[src/rtl/md_pkg.sv]
// Shared encodings and helpers for the iterative multiply/divide unit.
package md_pkg;

    localparam logic [1:0] MD_MULT  = 2'b00;
    localparam logic [1:0] MD_MULTU = 2'b01;
    localparam logic [1:0] MD_DIV   = 2'b10;
    localparam logic [1:0] MD_DIVU  = 2'b11;

    typedef enum logic [1:0] {
        MD_IDLE = 2'd0,
        MD_RUN  = 2'd1,
        MD_FIX  = 2'd2,
        MD_DONE = 2'd3
    } md_state_t;

    function automatic logic is_div(input logic [1:0] op);
        return (op == MD_DIV) || (op == MD_DIVU);
    endfunction

    function automatic logic is_signed_op(input logic [1:0] op);
        return !((op == MD_MULTU) || (op == MD_DIVU));
    endfunction

endpackage

[src/rtl/md_iter_datapath.sv]
// Shared accumulator for radix-2 shift-add multiply and restoring divide.
// Upper half is the partial product / remainder, lower half the multiplier / quotient.
module md_iter_datapath #(
    parameter int unsigned WIDTH = 32
) (
    input  logic                 clock,
    input  logic                 reset,
    input  logic                 load,
    input  logic                 step,
    input  logic                 div_mode,
    input  logic [WIDTH-1:0]     a_mag,
    input  logic [WIDTH-1:0]     b_mag,
    output logic [2*WIDTH-1:0]   acc
);

    logic [WIDTH-1:0]   opnd;
    logic [WIDTH:0]     add_sum;
    logic [WIDTH:0]     div_shift;
    logic [WIDTH-1:0]   div_diff;
    logic               div_ge;
    logic [2*WIDTH-1:0] acc_next;

    // One iteration; a successful subtract always fits in WIDTH bits since rem < divisor.
    always_comb begin
        add_sum   = {1'b0, acc[2*WIDTH-1:WIDTH]} + {1'b0, (acc[0] ? opnd : '0)};
        div_shift = acc[2*WIDTH-1:WIDTH-1];
        div_ge    = div_shift >= {1'b0, opnd};
        div_diff  = div_shift[WIDTH-1:0] - opnd;
        if (div_mode) begin
            acc_next = {(div_ge ? div_diff : div_shift[WIDTH-1:0]), acc[WIDTH-2:0], div_ge};
        end else begin
            acc_next = {add_sum, acc[WIDTH-1:1]};
        end
    end

    always_ff @(posedge clock) begin
        if (reset) begin
            acc  <= '0;
            opnd <= '0;
        end else if (load) begin
            acc  <= {{WIDTH{1'b0}}, a_mag};
            opnd <= b_mag;
        end else if (step) begin
            acc  <= acc_next;
        end
    end

endmodule

[src/rtl/mult_div_unit.sv]
// Iterative multiply/divide engine owning HI/LO: control FSM, sign fix-up and HI/LO writes.
module mult_div_unit
    import md_pkg::*;
#(
    parameter int unsigned WIDTH = 32,
    parameter int unsigned CNT_W = $clog2(WIDTH + 1)
) (
    input  logic             clock,
    input  logic             reset,
    input  logic             start,
    input  logic [1:0]       op,
    input  logic [WIDTH-1:0] a,
    input  logic [WIDTH-1:0] b,
    input  logic             hi_wr,
    input  logic             lo_wr,
    input  logic [WIDTH-1:0] wr_data,
    output logic             busy,
    output logic             done,
    output logic             div_zero,
    output logic [WIDTH-1:0] hi,
    output logic [WIDTH-1:0] lo
);

    localparam int unsigned W2 = 2 * WIDTH;

    md_state_t        state;
    logic [1:0]       op_q;
    logic             neg_q;
    logic             neg_r;
    logic [CNT_W-1:0] cnt;
    logic [W2-1:0]    acc;

    logic             signed_c;
    logic [WIDTH-1:0] a_mag_c;
    logic [WIDTH-1:0] b_mag_c;
    logic             zero_div_c;
    logic             load_c;
    logic             step_c;
    logic             fix_signed_c;
    logic [W2-1:0]    prod_c;
    logic [WIDTH-1:0] quot_c;
    logic [WIDTH-1:0] rem_c;

    // Operand magnitudes on issue, signed results at FIX.
    always_comb begin
        signed_c     = is_signed_op(op);
        a_mag_c      = (signed_c && a[WIDTH-1]) ? (~a + WIDTH'(1)) : a;
        b_mag_c      = (signed_c && b[WIDTH-1]) ? (~b + WIDTH'(1)) : b;
        zero_div_c   = is_div(op) && (b == '0);
        load_c       = ((state == MD_IDLE) || (state == MD_DONE)) && start && !zero_div_c;
        step_c       = (state == MD_RUN);
        fix_signed_c = is_signed_op(op_q);
        prod_c       = (fix_signed_c && neg_q) ? (~acc + W2'(1)) : acc;
        quot_c       = (fix_signed_c && neg_q) ? (~acc[WIDTH-1:0] + WIDTH'(1)) : acc[WIDTH-1:0];
        rem_c        = (fix_signed_c && neg_r) ? (~acc[W2-1:WIDTH] + WIDTH'(1)) : acc[W2-1:WIDTH];
    end

    md_iter_datapath #(
        .WIDTH (WIDTH)
    ) u_datapath (
        .clock    (clock),
        .reset    (reset),
        .load     (load_c),
        .step     (step_c),
        .div_mode (is_div(op_q)),
        .a_mag    (a_mag_c),
        .b_mag    (b_mag_c),
        .acc      (acc)
    );

    always_ff @(posedge clock) begin
        if (reset) begin
            state    <= MD_IDLE;
            op_q     <= MD_MULT;
            neg_q    <= 1'b0;
            neg_r    <= 1'b0;
            cnt      <= '0;
            busy     <= 1'b0;
            done     <= 1'b0;
            div_zero <= 1'b0;
            hi       <= '0;
            lo       <= '0;
        end else begin
            done <= 1'b0;
            case (state)
                MD_IDLE, MD_DONE: begin
                    if (hi_wr) hi <= wr_data;
                    if (lo_wr) lo <= wr_data;
                    state <= MD_IDLE;
                    if (start) begin
                        op_q  <= op;
                        neg_q <= a[WIDTH-1] ^ b[WIDTH-1];
                        neg_r <= a[WIDTH-1];
                        cnt   <= '0;
                        if (zero_div_c) begin
                            div_zero <= 1'b1;
                            done     <= 1'b1;
                            state    <= MD_DONE;
                        end else begin
                            div_zero <= 1'b0;
                            busy     <= 1'b1;
                            state    <= MD_RUN;
                        end
                    end
                end
                MD_RUN: begin
                    cnt <= cnt + CNT_W'(1);
                    if (cnt == CNT_W'(WIDTH - 1)) state <= MD_FIX;
                end
                MD_FIX: begin
                    if (is_div(op_q)) begin
                        hi <= rem_c;
                        lo <= quot_c;
                    end else begin
                        hi <= prod_c[W2-1:WIDTH];
                        lo <= prod_c[WIDTH-1:0];
                    end
                    busy  <= 1'b0;
                    done  <= 1'b1;
                    state <= MD_DONE;
                end
                default: state <= MD_IDLE;
            endcase
        end
    end

endmodule

[config.mk]
export PLATFORM = sky130hd
export DESIGN_NAME = mult_div_unit
export DESIGN_NICKNAME = d
export VERILOG_FILES = /design/src/rtl/md_pkg.sv /design/src/rtl/md_iter_datapath.sv /design/src/rtl/mult_div_unit.sv
export SDC_FILE = /design/constraint.sdc
export NUM_CORES = 1
export LEC_CHECK = 0
export CELL_PAD_IN_SITES_DETAIL_PLACEMENT = 0
export CELL_PAD_IN_SITES_GLOBAL_PLACEMENT = 1
export CORE_MARGIN = 2
export CORE_UTILIZATION = 35
export DETAILED_ROUTE_END_ITERATION = 8
export PLACE_DENSITY_LB_ADDON = 0.1
export REMOVE_ABC_BUFFERS = 1
export SLEW_MARGIN = 0
export SYNTH_ARGS = -nofsm -noshare
export SYNTH_HDL_FRONTEND = slang
export SYNTH_SLANG_ARGS = --single-unit
[constraint.sdc]
create_clock -name clock -period 10.19 [get_ports clock]
set_input_delay 1.019 -clock clock [delete_from_list [all_inputs] [get_ports clock]]
set_output_delay 1.019 -clock clock [all_outputs]
set_load 0.01 [all_outputs]
After elaboration in Yosys (flattened, before gate mapping)
Index checks and enable logic that the tools add are counted.
{"block": "word_totals", "ff_bits": 175, "ramBits": 0, "memories": 0, "output_inout_bits": 67, "rom_bits": 0, "word_cells": 98, "latch_bits": 0}
{"block": "op_classes", "add_sub_neg": 8, "bitwise": 6, "div": 0, "n_reduce_logical": 27, "eq_ne": 15, "magnitude_cmp": 1, "multipliers": 0, "mux": 28, "shift": 0}
{"cell": "32-bit 2-to-1 mux", "n": 12}
{"cell": "32-bit by 1-bit adder with 32-bit output (second input constant)", "n": 4}
{"cell": "64-bit 2-to-1 mux", "n": 2}
{"cell": "32-bit NOT", "n": 4}
{"cell": "32-bit case mux with 2 select lines", "n": 2}
{"cell": "64-bit by 1-bit adder with 64-bit output (second input constant)", "n": 1}
{"cell": "64-bit NOT", "n": 1}
{"cell": "32-bit by 32-bit adder with 33-bit output", "n": 1}
{"cell": "33-bit by 32-bit greater-or-equal comparator with 1-bit output", "n": 1}
{"cell": "32-bit logical NOT", "n": 1}
{"cell": "32-bit subtractor", "n": 1}
{"cell": "2-bit == test (second input constant)", "n": 6}
{"cell": "6-bit case mux with 2 select lines", "n": 1}
{"cell": "2-bit inequality test (second input constant)", "n": 4}
{"cell": "2-bit AND reduction", "n": 4}
{"cell": "1-bit logical AND", "n": 7}
{"cell": "6-bit by 1-bit adder with 6-bit output (second input constant)", "n": 1}
{"cell": "2-bit by 1-bit == test with 1-bit output (second input constant)", "n": 3}
{"cell": "6-bit by 5-bit == test with 1-bit output (second input constant)", "n": 1}
{"cell": "2-bit 2-to-1 mux", "n": 3}
{"cell": "6-bit 2-to-1 mux", "n": 1}
{"cell": "2-bit case mux with 3 select lines", "n": 1}
{"cell": "2-bit nonzero test", "n": 3}
{"cell": "1-bit logical OR", "n": 5}
{"cell": "8 further kinds", "n": 15}

Longest topological paths before layout
Gate-level depths: netlist (run 1).
{"block": "depth", "ltp_word": 7, "ltp_mapped": 15, "ltp_nobuf": 13}

Modules after synthesis
A second synthesis (run 1) with hierarchy kept.
{"block": "unflattened", "hier_cells": 1996, "area_unflattened_um2": 15102.0}
{"mod": "md_iter_datapath", "instances": 1, "seq_area_each_um2": 1921.8, "cells_each": 1088, "area_each_um2": 8349.3}
{"mod": "mult_div_unit", "instances": 1, "seq_area_each_um2": 1581.5, "cells_each": 908, "area_each_um2": 6752.7}

Worst setup path after synthesis (run 1)
OpenSTA, ideal clock, no wires.
{"block": "synth_path", "path_kind": "input to register", "startpoint": "input b[0]", "endpoint": "register u_datapath.opnd[30]", "stages": 12, "t_arrival_ns": 3.593, "slack_ns": 6.511, "required_ns": 10.104, "path_buffers": 0, "cell_sequence": "inv_1 -> ha_1 -> or3b_2 -> nor4_1 -> inv_1 -> or3_1 -> or3_1 -> or2_2 -> nor4_1 -> nor2_1 -> xnor2_1 -> a211oi_1"}
{"block": "synth_via", "elab_chain_cells": 4, "word_cells_on_any_way": 7}
{"element": "start, declared", "line": "mult_div_unit.sv:13", "rtl": "input logic [WIDTH-1:0] b,"}
{"element": "branches (longest 4 deep; another with 32-bit by 1-bit adder with 32-bit output)"}
{"element": "end signal, assigned", "line": "md_iter_datapath.sv:42", "rtl": "opnd <= b_mag;"}
{"element": "end, declared", "line": "md_iter_datapath.sv:16", "rtl": "logic [WIDTH-1:0] opnd;"}
Parallel ways; which one is timed is not known.
A chain may end at the register's enable or synchronous reset.

Worst setup path in the final report (run 1)
{"block": "layout_path", "startpoint": "register u_datapath.acc[34]", "endpoint": "register u_datapath.acc[47]"}
{"block": "layout_via", "elab_chain_cells": 3, "word_cells_on_any_way": 5}
{"element": "start, declared", "line": "md_iter_datapath.sv:13", "rtl": "output logic [2*WIDTH-1:0] acc"}
{"element": "start signal, assigned", "line": "md_iter_datapath.sv:41", "rtl": "acc <= {{WIDTH{1'b0}}, a_mag};"}
{"element": "start signal, assigned", "line": "md_iter_datapath.sv:44", "rtl": "acc <= acc_next;"}
{"element": "32-bit subtractor / 33-bit by 32-bit greater-or-equal comparator with 1-bit output (equally long branches)", "line": "md_iter_datapath.sv:28, md_iter_datapath.sv:27"}
{"element": "32-bit 2-to-1 mux", "line": "md_iter_datapath.sv:30", "rtl": "acc_next = {(div_ge ? div_diff : div_shift[WIDTH-1:0]), acc[WIDTH-2:0], div_ge};"}
{"element": "64-bit 2-to-1 mux (*)", "line": "md_iter_datapath.sv:29", "rtl": "if (div_mode) begin"}
Every way passes the cells marked *; elsewhere a longest branch is shown, timed or not.

==> summary.txt, run 1 <==
Status
  • Status: finished, final reports clean

Route
  • Drt drc: 0
  • Pre-Repair DR Iteration Count: 5
  • DR vias/cell: 5.624
  • Final wirelength: 52,800 um
  • Via Count: 14,600
  • Initial drt markers: 1,087
  • Wire per inst: 20.34 um
  • Final ANT Viol Nets: 0

Global route
  • Routing usage on met3: 2.920%
  • Largest net degree at the start of global routing: 102
  • GR Util met2: 41.13%
  • First-pass GRT wire length: 80,500 um
  • M1 GR Usage: 33.56%
  • Gr usage total: 24.61%
  • Vias in the first global route: 13,660
  • Initial antenna violation count: 0
  • GRT overflow: 0
  • Busiest grt layer: met2

Setup path
  • CP endpoint kind: flip-flop
  • Cells on worst reg2reg path: 12
  • RR Endpoint: u_datapath.acc[47]
  • Req. time, crit path: 10.50 ns
  • Critical path's most frequent cell: a21oi_1
  • Cell Chain, Critical Path: ha_1 > nand3_1 > o21bai_1 > a21oi_1 > a311oi_1 > a21oi_1 > a31o_2 > a21bo_1 > buf_4 > mux2_2 > o21ai_0 > a211oi_1
  • Reg2Reg Setup Slack: 5.62 ns
  • Crit Path Max Fanout: 16
  • Startpoint types: flip-flop
  • CP max stage delay: 0.47 ns
  • R2r startpoint: u_datapath.acc[34]
  • Crit-path slowest cell: a21oi_1
  • Arrival @ worst endpoint: 4.88 ns
  • WS Path Type: flip-flop to flip-flop

Floorplanning
  • Core Area: 0.04065 sq mm
  • Total I/O pin count: 170
  • Die Ht: 206.6 um
  • Row count: 74
  • Die area: 0.04269 sq mm
  • Initial Util: 35.35%
  • Die Width: 206.6 um

Clock tree
  • Postcts setup bufs: 0
  • Skew-Pair Late Insertion Delay: 0.45 ns
  • CTS root buf: clkbuf_16
  • Hold_buf cts: 0
  • Longest Clk Path Bufs: 2
  • CTS resizes: 0
  • Worst-path clk slew: 0.07 ns
  • Total number of H-tree levels: 4
  • Num CTS Buffers: 17
  • Clock Sinks: 175
  • CTS tree: built

Yosys
  • Flops & latches, synth: 175
  • Synth Area per Inst: 7.283 sq um
  • Commonest cells in the netlist: nor2_1 (332), a21oi_1 (184), dfxtp_1 (175), a211oi_1 (128), nand2_1 (120)
  • Sequential share of the synthesized area: 24.38%
  • Post-Syn Area: 0.01437 sq mm
  • Synth top area share: 24.38%
  • Count of warnings emitted by yosys: 0
  • Post-synth EDFFs: 0
  • Cell variety after synth: 66
  • Cell with the most instances after synthesis: nor2_1
  • Cells after synthesis: 1,973
  • Synth Flop Type: dfxtp_1
  • Area contributors post-synth: dfxtp_1 (24%), nor2_1 (8.7%), a211oi_1 (6.7%)
  • Post-synth ARST share: 0%
  • Synth area leader: dfxtp_1

Timing
  • Max Fclk: 218.9 MHz
  • Final TNS setup: 0 ns
  • Final Hold Viols: 0
  • Final Cycle Share: 44.83%
  • Crit path time final: 4.568 ns
  • Relative slew margins: 25.87%
  • Final max-slew violation count: 0
  • Slew @ Worst Pin: 1.112 ns
  • Clock skew: 0.01022 ns
  • Setup-failing EPs final: 0
  • RSZ-0062 raised after global routing: no

Power and ir drop
  • Leakage power: 0.006781 uW
  • Switch share: 50.00%
  • Sequential Power Share: 23.2%
  • Power Density: 307.9 mW/mm^2
  • Combinational share of power: 64.0%
  • Sw Pwr: 2617 uW
  • Clock power frac: 12.9%
  • Internal power: 2617 uW
  • Peak VDD IR: 0.1410 mV

Cells and area
  • Net count, final: 2,227
  • Diodes inserted: 0
  • Post-Route Utilization: 41.81%
  • Area Growth Syn to Fin: 18.27%
  • Share of cells above drive strength 1: 4.360%

Worst hold path
  • Critical hold path startpoint: u_datapath.opnd[31]
  • Worst Hold End: u_datapath.opnd[31]
  • Hold WC Path Type: flip-flop to flip-flop
  • Worst hold stages: 2

Placement
  • Number of port buffers: 169
  • Post-DP HPWL: 40,030 um
  • Routability congestion estimate: 0.9009

Run
  • MaxCap Viol Count: 0
==> power by group through the flow <==
stage / registers [uW] / clock network (uW) / logic, uW
4_1_cts: 1210 / 689 / 3340
3_5_place_dp: 1230 / 0 / 3330
5_1_grt: 1250 / 716 / 3700
2_1_floorplan: 1190 / 0 / 2190
6_report: 1210 / 673 / 3350
3_3_place_gp: 1230 / 0 / 3310
==> flip-flops by register name, summed over array words and instances, names as in the netlist <==
signal and flops:
u_datapath.acc 64, hi 32, lo 32, u_datapath.opnd 32
cnt 6, op_q 2, state 2, busy 1
div_zero 1, done 1, neg_q 1, neg_r 1
==> cell usage in the layout, fill, tap and decap left out, types with 30 or more instances in the layout <==
cell type,netlist,layout
a21oi_1,184,182
or3_1,30,30
xnor2_1,78,78
dfxtp_1,175,174
a21o_1,49,49
o21ai_0,118,118
xor2_1,87,87
a211oi_1,128,128
inv_1,67,67
nor2_1,332,330
ha_1,71,69
nand2_1,120,120
clkdlybuf4s50_1,0,168
nor3_1,43,43
mux2i_1,58,58
==> area by class of cell <==
class                      instances  area [sq um]
clock buffer                      19         452.9
clock inverter                    13         128.9
fill                            4287         23650
inverter                          67         251.5
multi-input combinational       1601         10150
sequential                       175          3507
tap                              532         665.6
timing repair buffer             189          1839
==> critical path, delay by kind of cell (launching register included) <==
family          cells  cell delay [ns]
flops               1             0.41
compound gates      8             2.60
mux                 1             0.38
fa+ha+maj           1             0.41
simple gates        1             0.26
buf+inv             1             0.35
==> stage by stage <==
stage / hold WS (ns) / worst slack, ns / cell area [sq um] / cells / power (uW)
floorplan: 0.4257 / 3.537 / 13850 / 1843 / 3380
global placement: 0.4378 / 5.408 / 16410 / 2564 / 4540
detailed placement: 0.4422 / 5.231 / 16410 / 2564 / 4556
CTS: 0.4525 / 5.651 / 16990 / 2596 / 5247
global route: 0.4738 / 5.297 / 16990 / 2596 / 5659
finish: 0.4506 / 5.622 / 16990 / 2596 / 5233
==> cells by family after synthesis <==
group                      share of synthesized area, %
muxes                                             4.903
xor gates and xnor gates                          10.06
buffers and inverters                             5.338
DFF                                               24.38
adders and majority gates                         6.461
AOI/OAI and AO/OA                                 27.40
and+or+nand+nor                                   21.46
==> per-layer routing <==
layer	wire length, um	part of all wire (%)
met5	0	0
met4	1032	2.0
met1	24840	47
met2	24540	46
met3	2385	4.5
==> worst max path at each step <==
stage / startpoint / end / depth (start not counted)
floorplan: b[0] / u_datapath.acc[63] / 12
global placement: b[1] / u_datapath.acc[63] / 14
detailed placement: b[1] / u_datapath.acc[63] / 14
CTS: u_datapath.acc[34] / u_datapath.acc[47] / 12
global route: b[1] / u_datapath.acc[63] / 14
finish: u_datapath.acc[34] / u_datapath.acc[47] / 12
Power figures use the tool's default switching activity.
==> run 2, diff against run 1 <==
==> constraint.sdc (replaced) <==
create_clock -name clock -period 3.7 [get_ports clock]
set_input_delay 0.37 -clock clock [delete_from_list [all_inputs] [get_ports clock]]
set_output_delay 0.37 -clock clock [all_outputs]
set_load 0.01 [all_outputs]
==> run 2 against run 1 <==
  * Setup slack lost 5.5 ns
  * Sequential share of layout area shrank 1.2 points
  * Sequential power grew to 2.6 times the previous value
  * Clock skew shrank 0.00070 ns
  * Critical path depth shrank 2
  * Critical endpoint is now hi[8]
  * Highest routed layer unchanged
==> summary.txt, run 2 (synthesis results as in run 1) <==
Power and ir drop
  • Power Density: 857.2 mW/mm^2 (was 307.9 mW/mm^2)
  • Internal power: 8105 uW (was 2617 uW)
  • Total Power: 15,470 uW (was 5233 uW)
  • Clock power frac: 12.7% (was 12.9%)
  • Combinational share of power: 66.7% (was 64.0%)
  • Sequential Power Share: 20.6% (was 23.2%)
  • Switch share: 47.61% (was 50.00%)
  • Leakage power: 0.007403 uW (was 0.006781 uW)
  • Peak VDD IR: 0.4549 mV (was 0.1410 mV)
  • Sw Pwr: 7364 uW (was 2617 uW)

Clock tree
  • CTS root buf: clkbuf_16 (unchanged)
  • Num CTS Buffers: 17 (unchanged)
  • Hold_buf cts: 0 (unchanged)
  • Longest Clk Path Bufs: 2 (unchanged)
  • Total number of H-tree levels: 4 (unchanged)
  • Skew-Pair Late Insertion Delay: 0.47 ns (was 0.45 ns)
  • Worst-path clk slew: 0.07 ns (about the same)
  • CTS tree: built (unchanged)
  • Clock Sinks: 175 (unchanged)

Placement
  • Routability congestion estimate: 0.9044 (was 0.9009)
  • DP Cell Count: 2,678 (was 2,564)
  • Post-DP HPWL: 42,110 um (was 40,030 um)
  • Number of port buffers: 169 (unchanged)
  • Place WS: -0.2078 ns (was 5.231 ns)

Route
  • Initial drt markers: 981 (was 1,087)
  • Pre-Repair DR Iteration Count: 5 (unchanged)
  • Wire per inst: 19.82 um (was 20.34 um)
  • Final ANT Viol Nets: 0 (unchanged)
  • Final wirelength: 53,720 um (was 52,800 um)
  • DR vias/cell: 5.497 (was 5.624)
  • Drt drc: 0 (unchanged)
  • Via Count: 14,900 (was 14,600)

Setup path
  • Startpoint types: flip-flop (unchanged)
  • Req. time, crit path: 4.08 ns (was 10.50 ns)
  • RR Endpoint: hi[8] (was u_datapath.acc[47])
  • Cells on worst reg2reg path: 10 (was 12)
  • Crit Path Max Fanout: 8 (was 16)
  • R2r startpoint: u_datapath.acc[11] (was u_datapath.acc[34])
  • Critical Path End: hi[8] (was u_datapath.acc[47])
  • WS Path Type: flip-flop to flip-flop (unchanged)
  • CP endpoint kind: flip-flop (unchanged)
  • Arrival @ worst endpoint: 3.93 ns (was 4.88 ns)
  • CP startpoint: u_datapath.acc[11] (was u_datapath.acc[34])
  • Reg2Reg Setup Slack: 0.15 ns (was 5.62 ns)

Timing
  • Final Cycle Share: 95.92% (was 44.83%)
  • Setup-failing EPs final: 0 (unchanged)
  • Max Fclk: 281.8 MHz (was 218.9 MHz)
  • RSZ-0062 raised after global routing: no (unchanged)
  • Final max-slew violation count: 0 (unchanged)
  • Final worst slack: 0.1511 ns (was 5.622 ns)
  • Crit path time final: 3.549 ns (was 4.568 ns)
  • Slew @ Worst Pin: 0.8300 ns (was 1.112 ns)
  • Relative slew margins: 44.30% (was 25.87%)
  • Final Hold Viols: 0 (unchanged)
  • Clock skew: 0.009523 ns (was 0.01022 ns)

Global route
  • Largest net degree at the start of global routing: 66 (was 102)
  • Vias in the first global route: 14,110 (was 13,660)
  • Initial antenna violation count: 0 (unchanged)
  • Gr usage total: 25.45% (was 24.61%)
  • First-pass GRT wire length: 83,410 um (was 80,500 um)
  • GRT overflow: 0 (unchanged)

Cells and area
  • Post-Route Utilization: 44.39% (was 41.81%)
  • Number of flip-flops in the largest register: 64 (unchanged)
  • Share of cells above drive strength 1: 9.683% (was 4.360%)
  • Largest Register: u_datapath.acc (unchanged)
  • Diodes inserted: 0 (unchanged)
  • Area Growth Syn to Fin: 25.58% (was 18.27%)
  • Net count, final: 2,342 (was 2,227)
  • Layout Cells excl Fill: 2,711 (was 2,596)
  • Commonest non-fill, non-tap cells in the layout: nor2_1 (331), a21oi_1 (179), dfxtp_1 (174), clkdlybuf4s50_1 (168), buf_4 (127) (was nor2_1 (330), a21oi_1 (182), dfxtp_1 (174), clkdlybuf4s50_1 (168), a211oi_1 (128))
  • Filler Cells Inserted: 4,206 (was 4,287)
  • Commonest non-fill, non-tap cell in the layout: nor2_1 (unchanged)
  • Multi-input combinational cell area: 0.01019 sq mm (was 0.01015 sq mm)
  • Reg area: 0.003507 sq mm (unchanged)

Floorplanning
  • Row count: 74 (unchanged)
  • Die Ht: 206.6 um (unchanged)
  • Initial Util: 35.35% (unchanged)
  • Total I/O pin count: 170 (unchanged)
  • Die Width: 206.6 um (unchanged)
  • Core Area: 0.04065 sq mm (unchanged)
  • Die area: 0.04269 sq mm (unchanged)

Run
  • MaxCap Viol Count: 0 (unchanged)

Status
  • Status: finished, final reports clean (unchanged)

Worst hold path
  • Hold WC Path Type: primary input to flip-flop (was flip-flop to flip-flop)
[run 2: final cells by class]
class                      count  area share (%)
timing repair buffer         304           15.60
multi-input combinational   1601           56.48
clock inverter                11          0.8459
inverter                      67           1.394
tap                          532           3.689
clock buffer                  21           2.552
sequential                   175           19.44
[run 2: timing repair]
action                                  CTS  global route
resized for setup                         0            12
buffers inserted                          0             1
endpoints found under the setup margin    0            13
[run 2: worst min path at each step]
stage                     cells past startpoint                start             endpoint
after floorplan                               2                neg_r                neg_r
after global placement                        2               hi[14]               hi[14]
after detailed placement                      2  u_datapath.opnd[31]  u_datapath.opnd[31]
after CTS                                     2                reset   u_datapath.acc[24]
after global routing                          2                reset   u_datapath.acc[22]
final                                         2                reset   u_datapath.acc[22]
[run 2: worst max-delay path, stage by stage (launching register included)]
cell and delay, ns:
dfxtp_1 0.31, or4_4 0.57, or4_4 0.47, or4_4 0.46, or4_1 0.56, nand2_1 0.23
buf_4 0.20, o21ai_0 0.11, xor2_1 0.23, mux2i_1 0.11, a211oi_1 0.22
[run 2: per-layer routing]
metal  track usage (%)  vias to the layer above  share of wire, %
met4             6.173                        0               1.7
met3             4.239                       54               4.5
met1             35.25                     7028                48
met2             41.11                      368                45
met5                 0                        -                 0
li1                  -                     7452                 -
[run 2: power by group through the flow]
| stage | combinational [uW] | sequential [uW] | clock, uW |
|---|---|---|---|
| 2_1_floorplan | 6020 | 3290 | 0 |
| 3_3_place_gp | 10200 | 3210 | 0 |
| 3_5_place_dp | 10200 | 3220 | 0 |
| 4_1_cts | 10200 | 3190 | 2010 |
| 5_1_grt | 11400 | 3280 | 2090 |
| 6_report | 10300 | 3180 | 1970 |
[run 2: stage by stage]
step                hold WS (ns)  instance area [sq um]  TNS [ns]
global route              0.4277                  18040         0
CTS                       0.3960                  17990         0
detailed placement        0.4485                  17380   -0.4898
finish                    0.4373                  18040         0
floorplan                 0.4257                  13850   -130.06
global placement          0.4414                  17380   -0.4419
==> run 3, diff against run 2 <==
--- a/config.mk
+++ b/config.mk
@@ -8,7 +8,7 @@
 export CELL_PAD_IN_SITES_DETAIL_PLACEMENT = 0
 export CELL_PAD_IN_SITES_GLOBAL_PLACEMENT = 1
 export CORE_MARGIN = 2
-export CORE_UTILIZATION = 35
+export CORE_UTILIZATION = 38
 export DETAILED_ROUTE_END_ITERATION = 8
 export PLACE_DENSITY_LB_ADDON = 0.1
 export REMOVE_ABC_BUFFERS = 1
==> run 3 against run 2 <==
  * Utilization grew 3.7 points
  * Critical endpoint is now hi[19]
  * Setup slack better by 0.047 ns
  * Highest routed layer is now met5
  * Sequential power barely moved
  * Clock skew up 0.0049 ns
  * Register-to-register slack gained 0.05 ns
  * Count of clock-buffer cells in the layout increased by 1
  * Largest cell class unchanged
==> summary.txt, run 3 (synthesis results as in run 1) <==
Status
  • Status: finished, final reports clean (unchanged)

Clock tree
  • Clock Sinks: 175 (unchanged)
  • Total number of H-tree levels: 4 (unchanged)
  • Longest Clk Path Bufs: 2 (unchanged)
  • Skew-Pair Late Insertion Delay: 0.47 ns (about the same)
  • CTS tree: built (unchanged)
  • Hold_buf cts: 0 (unchanged)
  • CTS root buf: clkbuf_16 (unchanged)
  • Num CTS Buffers: 17 (unchanged)
  • Worst-path clk slew: 0.07 ns (about the same)

Cells and area
  • Share of cells above drive strength 1: 10.31% (was 9.683%)
  • Commonest non-fill, non-tap cell in the layout: nor2_1 (unchanged)
  • Commonest non-fill, non-tap cells in the layout: nor2_1 (331), a21oi_1 (181), dfxtp_1 (173), clkdlybuf4s50_1 (168), buf_4 (146) (was nor2_1 (331), a21oi_1 (179), dfxtp_1 (174), clkdlybuf4s50_1 (168), buf_4 (127))
  • Diodes inserted: 0 (unchanged)
  • Largest Register: u_datapath.acc (unchanged)
  • Number of flip-flops in the largest register: 64 (unchanged)
  • Area Growth Syn to Fin: 25.51% (was 25.58%)
  • Layout Cells excl Fill: 2,704 (was 2,711)
  • Net count, final: 2,357 (was 2,342)
  • Filler Cells Inserted: 3,810 (was 4,206)

Timing
  • Crit path time final: 3.502 ns (was 3.549 ns)
  • Final worst slack: 0.1983 ns (was 0.1511 ns)
  • Clock skew: 0.01441 ns (was 0.009523 ns)
  • Slew @ Worst Pin: 1.106 ns (was 0.8300 ns)
  • Final max-slew violation count: 0 (unchanged)
  • Relative slew margins: 26.23% (was 44.30%)
  • Max Fclk: 285.6 MHz (was 281.8 MHz)
  • Final Cycle Share: 94.64% (was 95.92%)
  • Worst hold margin: 0.2780 ns (was 0.4373 ns)
  • Final TNS setup: 0 ns (unchanged)
  • Final Hold Viols: 0 (unchanged)
  • Setup-failing EPs final: 0 (unchanged)

Power and ir drop
  • Total Power: 15,440 uW (was 15,470 uW)
  • Switch share: 47.57% (was 47.61%)
  • Internal power: 8093 uW (was 8105 uW)
  • Combinational share of power: 67.2% (was 66.7%)
  • Clock power frac: 12.2% (was 12.7%)
  • Sequential Power Share: 20.6% (about the same)
  • Leakage power: 0.007436 uW (was 0.007403 uW)
  • Peak VDD IR: 0.5082 mV (was 0.4549 mV)
  • Sw Pwr: 7342 uW (was 7364 uW)
  • Power Density: 855.9 mW/mm^2 (was 857.2 mW/mm^2)

Global route
  • Vias in the first global route: 13,930 (was 14,110)
  • Largest net degree at the start of global routing: 99 (was 66)
  • Gr usage total: 26.55% (was 25.45%)
  • First-pass GRT wire length: 80,660 um (was 83,410 um)
  • GRT overflow: 0 (unchanged)
  • Initial antenna violation count: 1 (was 0)

Route
  • Initial drt markers: 971 (was 981)
  • Via Count: 14,830 (was 14,900)
  • Wire per inst: 19.42 um (was 19.82 um)
  • Final wirelength: 52,520 um (was 53,720 um)
  • Drt drc: 0 (unchanged)
  • DR vias/cell: 5.483 (was 5.497)
  • Final ANT Viol Nets: 0 (unchanged)
  • Pre-Repair DR Iteration Count: 5 (unchanged)

Setup path
  • Arrival @ worst endpoint: 3.92 ns (was 3.93 ns)
  • Crit-path leading delay family: simple AND/OR/NAND/NOR gates (unchanged)
  • Critical path buffers and inverters: 0 (was 1)
  • CP endpoint kind: flip-flop (unchanged)
  • Crit-path slowest cell: or4_4 (unchanged)
  • Cell Chain, Critical Path: or4_4 > or4_4 > or4_4 > or4_4 > nand2_1 > a21oi_1 > xnor2_1 > a2111oi_1 > a21o_1 (was or4_4 > or4_4 > or4_4 > or4_1 > nand2_1 > buf_4 > o21ai_0 > xor2_1 > mux2i_1 > a211oi_1)
  • Startpoint types: flip-flop (unchanged)
  • Crit Path Max Fanout: 8 (unchanged)
  • Critical path's most frequent cell: or4_4 (unchanged)
  • Req. time, crit path: 4.12 ns (was 4.08 ns)
  • WS Path Type: flip-flop to flip-flop (unchanged)
  • CP max stage delay: 0.59 ns (was 0.57 ns)

Floorplanning
  • Initial Util: 38.33% (was 35.35%)
  • Die Width: 198.5 um (was 206.6 um)
  • Core Area: 0.03749 sq mm (was 0.04065 sq mm)
  • Die Ht: 198.5 um (was 206.6 um)
  • Die area: 0.03938 sq mm (was 0.04269 sq mm)
  • Row count: 71 (was 74)
  • Total I/O pin count: 170 (unchanged)

Run
  • MaxCap Viol Count: 0 (unchanged)

Worst hold path
  • Hold WC Path Type: primary input to flip-flop (unchanged)

Placement
  • Number of port buffers: 169 (unchanged)
  • Post-DP HPWL: 40,990 um (was 42,110 um)
  • Place WS: -0.01297 ns (was -0.2078 ns)
  • Routability congestion estimate: 0.8920 (was 0.9044)
  • DP Cell Count: 2,671 (was 2,678)
-- run 3: timing repair --
action	in CTS	in global routing
endpoints found under the hold margin	0	0
endpoints found under the setup margin	0	14
gates resized for setup	0	14
setup buffers	0	1
-- run 3: power groups by stage --
stage | Clock (uW) | Combinational, uW | Sequential (uW)
after detailed placement | 0 | 10200 | 3220
after global placement | 0 | 10200 | 3200
final | 1890 | 10400 | 3190
after floorplan | 0 | 6020 | 3290
after CTS | 1930 | 10300 | 3180
after global routing | 2010 | 11400 | 3270
-- run 3: final cells by class --
class / instances / area (sq um) / share of cell area, %
multi-input combinational: 1601 / 10190 / 56.49
tap: 511 / 639.4 / 3.545
clock buffer: 22 / 474.2 / 2.629
timing repair inverter: 1 / 5.005 / 0.02775
timing repair buffer: 318 / 2858 / 15.85
inverter: 67 / 255.2 / 1.415
clock inverter: 9 / 107.6 / 0.5966
sequential: 175 / 3508 / 19.45
-- run 3: path summary, 6_finish.rpt --
kind,start,endpoint,slack (ns),cells past startpoint
min,reset,lo[23],0.28,2
max reg2reg,u_datapath.acc[11],hi[19],0.20,9
max,u_datapath.acc[11],hi[19],0.20,9
min reg2reg,u_datapath.opnd[31],u_datapath.opnd[31],0.45,2
-- run 3: worst register-to-register path, delay by kind of cell (launching register included) --
family	cells	cell delay, ns
and+or+nand+nor	5	2.31
AOI/OAI and AO/OA	3	0.65
DFF	1	0.31
xor gates and xnor gates	1	0.18
-- run 3: metrics by stage --
stage / instance area [sq um] / utilization [%]
after CTS: 17980 / 47.95
after floorplan: 13850 / -
after global routing: 18030 / 48.11
after global placement: 17390 / 46.40
final: 18030 / 48.11
after detailed placement: 17390 / 46.40
-- run 3: routing by layer --
| metal | vias to the layer above | wire [um] | track usage [%] |
|---|---|---|---|
| li1 | 7461 | - | - |
| met1 | 6953 | 25560 | 37.33 |
| met4 | 2 | 1117 | 7.463 |
| met3 | 56 | 2077 | 3.747 |
| met2 | 355 | 23760 | 42.30 |
| met5 | - | 12 | 0 |
